File: src/rtl/vga_sync_gen.sv
// VGA raster timing generator: pixel enable, h/v counters, registered syncs,
// display qualifier and line/frame strobes, all presented from one registered state.
module vga_sync_gen #(
    parameter int unsigned CLK_DIV   = 2,
    parameter int unsigned H_VISIBLE = 640,
    parameter int unsigned H_FP      = 16,
    parameter int unsigned H_SYNC    = 96,
    parameter int unsigned H_BP      = 48,
    parameter int unsigned V_VISIBLE = 480,
    parameter int unsigned V_FP      = 10,
    parameter int unsigned V_SYNC    = 2,
    parameter int unsigned V_BP      = 33
) (
    input  logic       clk,
    input  logic       Reset,
    output logic       vga_h_sync,
    output logic       vga_v_sync,
    output logic       inDisplayArea,
    output logic [9:0] CounterX,
    output logic [8:0] CounterY,
    output logic       pix_en,
    output logic       frame_start,
    output logic       line_start
);

    localparam int unsigned H_TOTAL      = H_VISIBLE + H_FP + H_SYNC + H_BP;
    localparam int unsigned V_TOTAL      = V_VISIBLE + V_FP + V_SYNC + V_BP;
    localparam int unsigned H_SYNC_START = H_VISIBLE + H_FP;
    localparam int unsigned H_SYNC_END   = H_SYNC_START + H_SYNC;
    localparam int unsigned V_SYNC_START = V_VISIBLE + V_FP;
    localparam int unsigned V_SYNC_END   = V_SYNC_START + V_SYNC;
    localparam int unsigned Y_MAX        = 511;

    logic       pix_en_q, pix_en_d;
    logic [9:0] hcnt_q, hcnt_d;
    logic [9:0] vcnt_q, vcnt_d;
    logic [8:0] counter_y_q, counter_y_d;
    logic       h_sync_q, h_sync_d;
    logic       v_sync_q, v_sync_d;
    logic       de_q, de_d;
    logic       frame_start_q, frame_start_d;
    logic       line_start_q, line_start_d;

    // Next-state counters, then every output derived from those next values
    // so counters and syncs/qualifiers always land in the same clk.
    always_comb begin
        pix_en_d      = (CLK_DIV == 1) ? 1'b1 : ~pix_en_q;
        hcnt_d        = hcnt_q;
        vcnt_d        = vcnt_q;
        counter_y_d   = counter_y_q;
        h_sync_d      = 1'b1;
        v_sync_d      = 1'b1;
        de_d          = 1'b0;
        frame_start_d = 1'b0;
        line_start_d  = 1'b0;

        if (pix_en_q) begin
            if (hcnt_q == 10'(H_TOTAL - 1)) begin
                hcnt_d = 10'd0;
                vcnt_d = (vcnt_q == 10'(V_TOTAL - 1)) ? 10'd0 : vcnt_q + 10'd1;
            end else begin
                hcnt_d = hcnt_q + 10'd1;
            end
        end

        counter_y_d = (vcnt_d > 10'(Y_MAX)) ? 9'(Y_MAX) : vcnt_d[8:0];
        h_sync_d    = !((hcnt_d >= 10'(H_SYNC_START)) && (hcnt_d < 10'(H_SYNC_END)));
        v_sync_d    = !((vcnt_d >= 10'(V_SYNC_START)) && (vcnt_d < 10'(V_SYNC_END)));
        de_d        = (hcnt_d < 10'(H_VISIBLE)) && (vcnt_d < 10'(V_VISIBLE));

        // hcnt can only reach 0 through a wrap, so this fires once per held pixel 0
        line_start_d  = pix_en_q && (hcnt_d == 10'd0);
        frame_start_d = line_start_d && (vcnt_d == 10'd0);
    end

    always_ff @(posedge clk) begin
        if (Reset) begin
            pix_en_q      <= 1'b0;
            hcnt_q        <= 10'd0;
            vcnt_q        <= 10'd0;
            counter_y_q   <= 9'd0;
            h_sync_q      <= 1'b1;
            v_sync_q      <= 1'b1;
            de_q          <= 1'b0;
            frame_start_q <= 1'b0;
            line_start_q  <= 1'b0;
        end else begin
            pix_en_q      <= pix_en_d;
            hcnt_q        <= hcnt_d;
            vcnt_q        <= vcnt_d;
            counter_y_q   <= counter_y_d;
            h_sync_q      <= h_sync_d;
            v_sync_q      <= v_sync_d;
            de_q          <= de_d;
            frame_start_q <= frame_start_d;
            line_start_q  <= line_start_d;
        end
    end

    assign vga_h_sync    = h_sync_q;
    assign vga_v_sync    = v_sync_q;
    assign inDisplayArea = de_q;
    assign CounterX      = hcnt_q;
    assign CounterY      = counter_y_q;
    assign pix_en        = pix_en_q;
    assign frame_start   = frame_start_q;
    assign line_start    = line_start_q;

endmodule

File: config.mk
export PLATFORM = sky130hd
export DESIGN_NAME = vga_sync_gen
export DESIGN_NICKNAME = d
export VERILOG_FILES = /design/src/rtl/vga_sync_gen.sv
export SDC_FILE = /design/constraint.sdc
export NUM_CORES = 1
export LEC_CHECK = 0
export BUFFER_PORTS_ARGS = -buffer_cell sky130_fd_sc_hd__buf_4
export CAP_MARGIN = 20
export CORE_UTILIZATION = 50
export CTS_BUF_LIST = sky130_fd_sc_hd__clkbuf_8 sky130_fd_sc_hd__clkbuf_16
export DETAILED_ROUTE_END_ITERATION = 7
export PLACE_DENSITY = 0.74
export SLEW_MARGIN = 25
export SYNTH_ARGS = -nofsm -noshare
export SYNTH_HDL_FRONTEND = slang
export SYNTH_SLANG_ARGS = --single-unit
File: constraint.sdc
create_clock -name clk -period 5.9 [get_ports clk]
set_input_delay 0.295 -clock clk [delete_from_list [all_inputs] [get_ports clk]]
set_output_delay 0.295 -clock clk [all_outputs]
set_load 0.05 [all_outputs]
==> flow_metrics.tcl, run 1 <==
set metrics [dict create \
    die_h_um 61.7 \
    use_met2_pct 31.0 \
    vias 1604 \
    gp_congestion 0.864 \
    drt_iter0_drc 92 \
    vdd_drop_max_mv 0.189 \
    fillers 313 \
    maxCapViolations 0 \
    max_stage_delay_ns 0.53 \
    synthesis.area_um2 1780 \
    synth_seq_cells 35 \
    worst_pin_slew_ns 0.463 \
    period_needed_ns 2.49 \
    design.die.area_um2 3800 \
    syn_avg_cell_area_um2 8.28 \
    clock_latency_ns 0.28 \
    power_density_nw_per_um2 209 \
    drt_wl_total_um 3640 \
    crit_arrival_ns 2.68 \
    syn2layout_area_growth_pct 15.2 \
    path_max_fanout 14 \
    final-max-slew-violation-count 0 \
    hpwl_um 2550 \
    grt.met3_usage_pct 5.04 \
    yosysWarnings 0 \
    use_met1_pct 31.5 \
    post_cts_buffers 0 \
    synth_edf_count 0 \
    postPlaceCellArea_um2 1960 \
    finalHoldViolCount 0 \
    grt_max_degree 31 \
    die_w_um 61.7 \
    finalSetupTns_ns 0 \
    portBuffers 26 \
    synth_top_area_cell "dfxtp_1" \
    crit_chain "or3b_4 > or4_4 > a211o_1 > a221o_1 > nor4_2" \
    crit_slowest_cell "or4_4" \
    setup_violations 0 \
    cts_resized 0 \
    grt-busiest-layer "met1" \
    drive_above_1_share_pct 17.6 \
    numCtsBuffers 5 \
    grt_pass1_wl_um 6020 \
    wl_per_cell_um 13.0 \
    synth.yosys.seq_area_share_pct 39.4 \
    run_status "completed" \
    synth.most_common_cell "dfxtp_1" \
    initial_utilization_pct 52.9 \
    fmaxAchievable_mhz 401 \
    clk_pin_slew_worst_paths_ns 0.06 \
    cts_sinks 35 \
    synthTopCellsByCount "35 x dfxtp_1, 18 x nor2_1, 17 x a21oi_1" \
    crit_type "register to register" \
    antenna_found_initial 0 \
    grt_pass1_vias 1301 \
    syn-num-nets 220 \
    grt.total_usage_pct 21.6 \
    avgViaCountPerCell 5.75 \
    timing.hold.ws_ns 0.379 \
    rows 21 \
    htreeDepth 2 \
    dr.pass1.iters 4 \
    slew_headroom_pct 68.9 \
    start_kind "register" \
    final_area_um2 2050 \
    skew_ns 0.00541 \
    route.detailed.drc 0 \
    cts_tree "built" \
    ios 27 \
    ys_dominant_reg_cell "dfxtp_1" \
    clockBufferDepth 2 \
    async_flop_share_pct 0 \
    yosys-top-cells-area "dfxtp_1 39%, a21oi_1 4.8%, nor2_1 3.8%" \
    clockRootBuffer "clkbuf_8" \
    worstPathRequired_ns 6.09 \
    ant_nets 0 \
    fin_nets 238 \
    syn_inst 215 \
    post-route-period-util_pct 42.3 \
    antenna_cells 0 \
    endpoint_kind "register" \
    p_leak_nw 0.827 \
    rsz0062_at_grt "false" \
    core_um2 3360 \
    hold_path_class "input port to register" \
    synth.distinct_cells 45 \
    synth.top_cell.area_share_pct 39.4 \
    postCtsHoldBufs 0 \
    grt.overflow.total 0 \
]
==> state kept, by name, indices dropped and copies added, names as in the netlist <==
register,flops
pix_en,1
line_start,1
CounterX,10
CounterY,9
inDisplayArea,1
vga_v_sync,1
vcnt_q,10
vga_h_sync,1
frame_start,1
==> per-stage QoR <==
| step | cells | setup slack (ns) | power, mW | util, % |
|---|---|---|---|---|
| after global routing | 279 | 3.26 | 0.450 | 60.9 |
| after global placement | 272 | 3.53 | 0.266 | 58.3 |
| after detailed placement | 272 | 3.43 | 0.266 | 58.3 |
| final | 279 | 3.41 | 0.428 | 60.9 |
| after floorplan | 215 | 3.29 | 0.261 | - |
| after CTS | 279 | 3.42 | 0.435 | 60.9 |
==> area by class of cell <==
cell class,count,area (um^2),share of cell area [%]
clock inverters,1,5.00,0.244
multi-input cells,158,978,47.7
repair buffers,27,203,9.89
flip-flops and latches,35,701,34.2
clock buffers,6,82.6,4.03
well taps,46,57.6,2.81
inverters,6,22.5,1.10
==> metal layers <==
metal / share of wire (%) / routed length, um / up-vias
met1: 50 / 1820 / 735
met3: 5.7 / 209 / 9
met2: 43 / 1550 / 46
met5: 0 / 0 / -
met4: 1.6 / 58 / 0
li1: - / - / 814
==> cells by family (layout without fill, tap and decap cells) <==
logic type | Yosys count | count (layout) | synth area share (%)
simple gates | 104 | 104 | 33.2
compound gates | 40 | 40 | 14.3
flops | 35 | 35 | 39.4
buf+inv | 22 | 40 | 5.63
xor+xnor | 11 | 11 | 5.41
fa+ha+maj | 3 | 3 | 2.11
==> final timing paths <==
kind,from,endpoint,slack (ns),cells after the start
max,CounterX[4],frame_start,3.41,5
min,Reset,pix_en,0.38,2
max reg2reg,CounterX[4],frame_start,3.41,5
min reg2reg,pix_en,pix_en,0.54,1
==> report_power, final <==
part	leakage, nW	total, mW	switching (mW)	internal, mW
combinational	0.497	0.0195	0.0141	0.00542
clock	0.0470	0.167	0.0760	0.0914
sequential	0.283	0.241	0.00268	0.238
total	0.827	0.428	0.0928	0.335
==> critical path, delay by kind of cell, from the launching register on <==
| kind | cells | cell delay [ns] |
|---|---|---|
| AO/OA/AOI/OAI | 2 | 0.67 |
| AND/OR/NAND/NOR | 3 | 1.24 |
| flip-flops | 1 | 0.50 |
==> cell usage in the layout (no fill, tap or decap), drive strengths merged <==
cell and count:
a211o 2, a21boi 1, a21o 1, a21oi 18, a221o 2, a221oi 1
a31oi 2, and2 1, and3 8, and4 2, buf 27, clkbuf 6
clkinv 1, dfxtp 35, ha 3, inv 6, nand2 15, nand2b 1
nand3 13, nand4 9, nand4b 2, nor2 18, nor2b 4, nor3 12
nor3b 3, nor4 2, nor4b 1, o211a 1, o211ai 3, o21ai 6
o221ai 1, o22ai 1, o311ai 1, or2 2, or3 5, or3b 1
or4 5, xnor2 4, xor2 7
No activity file was read; power rests on OpenSTA's default activity.
==> inputs of run 2 (changes only) <==
--- a/config.mk
+++ b/config.mk
@@ -10,7 +10,7 @@
 export CORE_UTILIZATION = 50
 export CTS_BUF_LIST = sky130_fd_sc_hd__clkbuf_8 sky130_fd_sc_hd__clkbuf_16
 export DETAILED_ROUTE_END_ITERATION = 7
-export PLACE_DENSITY = 0.74
+export PLACE_DENSITY = 0.77
 export SLEW_MARGIN = 25
 export SYNTH_ARGS = -nofsm -noshare
 export SYNTH_HDL_FRONTEND = slang
==> constraint.sdc (replaced) <==
create_clock -name clk -period 2.2 [get_ports clk]
set_input_delay 0.11 -clock clk [delete_from_list [all_inputs] [get_ports clk]]
set_output_delay 0.11 -clock clk [all_outputs]
set_load 0.05 [all_outputs]
==> flow_metrics.tcl, run 2 (synthesized netlist as in run 1, its figures left out) <==
set metrics [dict create \
    run_status "finished, violations left" \
    violations "negative setup slack" \
    grt.total_usage_pct 23.7 \
    grt_max_degree 30 \
    portBuffers 26 \
    vdd_drop_max_mv 0.405 \
    die_w_um 61.7 \
    cts_sinks 35 \
    skew_ns 0.00920 \
    drt_wl_total_um 4320 \
    timing.hold.ws_ns 0.310 \
    clockBufferDepth 2 \
    wl_met2_um 1980 \
    ios 27 \
    fillers 292 \
    antenna_cells 0 \
    grt_pass1_wl_um 6680 \
    place_inst 286 \
    post-route-period-util_pct 101 \
    p_leak_nw 0.948 \
    cp_top_family "simple AND/OR/NAND/NOR gates" \
    grt_pass1_vias 1531 \
    post-place-ws_ns -0.00305 \
    dr.max_layer_used "met4" \
    avgViaCountPerCell 5.82 \
    worstPathRequired_ns 2.39 \
    final_cell_mix "45 x buf_4, 24 x dfxtp_1, 18 x nor2_1" \
    crit_chain "or3b_4 > or4_4 > buf_4 > buf_4 > a221o_1 > nor4_2" \
    worst_pin_slew_ns 0.320 \
    dr.pass1.iters 6 \
    seqCellArea_um2 727 \
    swShare_pct 21.7 \
    setup_violations 1 \
    start_kind "register" \
    multi_input_area_um2 1050 \
    antenna_found_initial 0 \
    grt.overflow.total 0 \
    power_density_nw_per_um2 538 \
    crit_slowest_cell "or4_4" \
    intPower_mw 0.973 \
    wl_per_cell_um 14.5 \
    vias 1734 \
    path_max_fanout 7 \
    path_buf_inv 2 \
    drt_iter0_drc 88 \
    hpwl_um 2810 \
    clockRootBuffer "clkbuf_8" \
    die_h_um 61.7 \
    postCtsHoldBufs 0 \
    final_cells 298 \
    fmaxAchievable_mhz 452 \
    initial_utilization_pct 52.9 \
    rows 21 \
    period_needed_ns 2.21 \
    endpoint_kind "register" \
    final-max-slew-violation-count 0 \
    wirelength_met1_um 1990 \
    numCtsBuffers 5 \
    fin_nets 256 \
    p_switching_mw 0.269 \
    crit_type "register to register" \
    syn2layout_area_growth_pct 29.9 \
    drive_above_1_share_pct 32.5 \
    crit_top_cell "buf_4" \
    p_comb_share_pct 4.5 \
    cts_tree "built" \
    route.detailed.drc 0 \
    core_um2 3360 \
    clock_latency_ns 0.28 \
    ant_nets 0 \
    dr_wl_met3_um 318 \
    design.die.area_um2 3800 \
    gp_congestion 0.939 \
    rsz0062_at_grt "true" \
    finalHoldViolCount 0 \
    clockPowerShare_pct 43.6 \
    clk_pin_slew_worst_paths_ns 0.07 \
    max_stage_delay_ns 0.59 \
    hold_path_class "input port to register" \
    setup_slack_ns -0.0112 \
    crit_arrival_ns 2.40 \
    htreeDepth 2 \
    maxCapViolations 0 \
    seq_power_share_pct 51.8 \
    layout_commonest_cell "buf_4" \
    slew_headroom_pct 78.6 \
]
run 2: repair_timing:
action,4_1_cts,5_1_grt
endpoints found under the setup margin,1,8
setup buffers,3,1
pin swaps,1,6
resized for setup,2,12
gates cloned,0,0
run 2: layout make-up:
cell class	count	share of cell area, %
sequential	35	31.5
clock buffer	7	4.66
timing repair buffer	45	14.6
tap	46	2.49
clock inverter	1	0.217
multi-input combinational	158	45.6
inverter	6	0.975
run 2: per-stage QoR:
step | utilization (%) | total power, mW | instance area, um^2 | setup TNS (ns)
finish | 68.7 | 1.24 | 2310 | -0.0112
global route | 68.7 | 1.28 | 2310 | -0.147
CTS | 66.7 | 1.25 | 2240 | 0
detailed placement | 62.3 | 0.711 | 2100 | -0.00305
global placement | 62.3 | 0.710 | 2100 | 0
floorplan | - | 0.695 | 1820 | -0.609
run 2: final timing paths:
path / depth (start not counted) / slack [ns] / end / from
min reg2reg: 1 / 0.50 / pix_en / pix_en
max reg2reg: 6 / -0.01 / frame_start / CounterX[5]
min: 3 / 0.31 / CounterY[5] / Reset
max: 6 / -0.01 / frame_start / CounterX[5]
run 2: power groups by stage:
stage               Clock, mW  Combinational, mW  Sequential [mW]
finish                  0.542             0.0564            0.644
global route            0.577             0.0608            0.645
CTS                     0.552             0.0556            0.643
detailed placement          0             0.0545            0.657
global placement            0             0.0537            0.657
floorplan                   0             0.0216            0.673
run 2: worst reg2reg max path: stages (launching register included):
cell	delay [ns]
dfxtp_4	0.34
or3b_4	0.39
or4_4	0.59
buf_4	0.18
buf_4	0.13
a221o_1	0.35
nor4_2	0.15
run 2: per-layer routing:
metal / GRT usage [%] / up-vias
li1: - / 847
met1: 31.8 / 801
met2: 36.9 / 80
met3: 5.04 / 6
met4: 9.84 / 0
met5: 0 / -
==> inputs of run 3 (changes only) <==
--- a/config.mk
+++ b/config.mk
@@ -10,7 +10,8 @@
 export CORE_UTILIZATION = 50
 export CTS_BUF_LIST = sky130_fd_sc_hd__clkbuf_8 sky130_fd_sc_hd__clkbuf_16
 export DETAILED_ROUTE_END_ITERATION = 7
-export PLACE_DENSITY = 0.77
+export GPL_ROUTABILITY_DRIVEN = 0
+export PLACE_DENSITY_LB_ADDON = 0.25
 export SLEW_MARGIN = 25
 export SYNTH_ARGS = -nofsm -noshare
 export SYNTH_HDL_FRONTEND = slang
==> flow_metrics.tcl, run 3 (synthesized netlist as in run 1, its figures left out) <==
set metrics [dict create \
    rows 21 \
    grt_pass1_vias 1409 \
    numCtsBuffers 5 \
    p_leak_nw 0.974 \
    post-route-period-util_pct 98.7 \
    timing.hold.ws_ns 0.318 \
    crit_chain "or3b_4 > buf_4 > nor4_2 > buf_4 > nand4_1 > xor2_2 > nand2_2 > nor4_4" \
    clk_pin_slew_worst_paths_ns 0.08 \
    clockBufferDepth 2 \
    layout_commonest_cell "buf_4" \
    portBuffers 26 \
    finalSetupTns_ns 0 \
    postCtsHoldBufs 0 \
    setup_violations 0 \
    die_h_um 61.7 \
    clockRootBuffer "clkbuf_8" \
    finalPower_mw 1.15 \
    power_density_nw_per_um2 498 \
    path_max_fanout 8 \
    seqCellArea_um2 729 \
    p_switching_mw 0.286 \
    intPower_mw 0.869 \
    syn2layout_area_growth_pct 30.4 \
    multi_input_area_um2 1050 \
    wl_per_cell_um 14.1 \
    htreeDepth 2 \
    post-place-ws_ns -0.0470 \
    hpwl_um 2820 \
    maxCapViolations 0 \
    ios 27 \
    core_um2 3360 \
    final_cell_mix "50 x buf_4, 24 x dfxtp_1, 18 x nor2_1" \
    cts_sinks 35 \
    finalHoldViolCount 0 \
    vias 1701 \
    worstPathRequired_ns 2.41 \
    seq_power_share_pct 55.6 \
    slew_headroom_pct 77.5 \
    crit_top_cell "buf_4" \
    fillers 291 \
    start_kind "register" \
    swShare_pct 24.7 \
    drt_iter0_drc 161 \
    period_needed_ns 2.17 \
    antenna_cells 0 \
    cts_tree "built" \
    hold_path_class "input port to register" \
    drt_wl_total_um 4260 \
    p_comb_share_pct 5.0 \
    rsz0062_at_grt "true" \
    max_stage_delay_ns 0.39 \
    fmaxAchievable_mhz 460 \
    vdd_drop_max_mv 0.397 \
    grt.overflow.total 0 \
    route.detailed.drc 0 \
    place_inst 287 \
    worst_pin_slew_ns 0.334 \
    design.die.area_um2 3800 \
    skew_ns 0.0113 \
    avgViaCountPerCell 5.61 \
    crit_type "register to register" \
    min_path_cells 3 \
    final-max-slew-violation-count 0 \
    ant_nets 0 \
    run_status "completed" \
    clock_latency_ns 0.30 \
    antenna_found_initial 0 \
    die_w_um 61.7 \
    setup_slack_ns 0.0279 \
    rr_worst_depth 8 \
    clockPowerShare_pct 39.4 \
    crit_slowest_cell "or3b_4" \
    fin_nets 261 \
    endpoint_kind "register" \
    grt.total_usage_pct 24.4 \
    final_cells 303 \
    drive_above_1_share_pct 32.7 \
    crit_arrival_ns 2.38 \
    initial_utilization_pct 52.9 \
    dr.pass1.iters 4 \
    grt_max_degree 30 \
    grt_pass1_wl_um 6590 \
]
## run 3: power groups by stage
| stage | clock (mW) | sequential (mW) | combinational [mW] |
|---|---|---|---|
| 3_5_place_dp | 0 | 0.657 | 0.0545 |
| 2_1_floorplan | 0 | 0.673 | 0.0216 |
| 3_3_place_gp | 0 | 0.657 | 0.0542 |
| 5_1_grt | 0.498 | 0.643 | 0.0635 |
| 4_1_cts | 0.471 | 0.642 | 0.0549 |
| 6_report | 0.454 | 0.642 | 0.0580 |
## run 3: what timing repair did
item	in CTS	in global routing
cloned	0	0
setup endpoints to repair	1	13
setup buffers	1	7
resized for setup	1	13
pin swaps	1	4
hold endpoints to repair	0	0
## run 3: layout make-up
class / count / area share, %
multi-input cells: 158 / 45.3
flip-flops and latches: 35 / 31.4
repair buffers: 50 / 16.2
clock buffers: 5 / 2.97
well taps: 46 / 2.48
inverters: 6 / 0.971
clock inverters: 3 / 0.647
## run 3: layer usage
metal	GRT usage (%)	wire length, um	vias to the layer above
met5	0	0	-
met4	11.1	84	0
met3	6.51	301	7
met2	33.8	1830	67
met1	35.1	2040	767
li1	-	-	860
## run 3: critical path: cells and delay by family, from the launching register on
family	cells	cell delay (ns)
flip-flops	1	0.34
XOR/XNOR	1	0.30
AND/OR/NAND/NOR	5	1.07
buffers and inverters	2	0.36
## run 3: worst paths after layout
path,start,endpoint,slack (ns)
min,Reset,pix_en,0.32
max reg2reg,CounterX[5],frame_start,0.03
min reg2reg,pix_en,pix_en,0.50
max,CounterX[5],frame_start,0.03
## run 3: per-stage QoR
stage / util (%) / area, um^2
CTS: 65.3 / 2200
global placement: 62.5 / 2100
floorplan: - / 1820
global route: 69.0 / 2320
finish: 69.0 / 2320
detailed placement: 62.5 / 2100
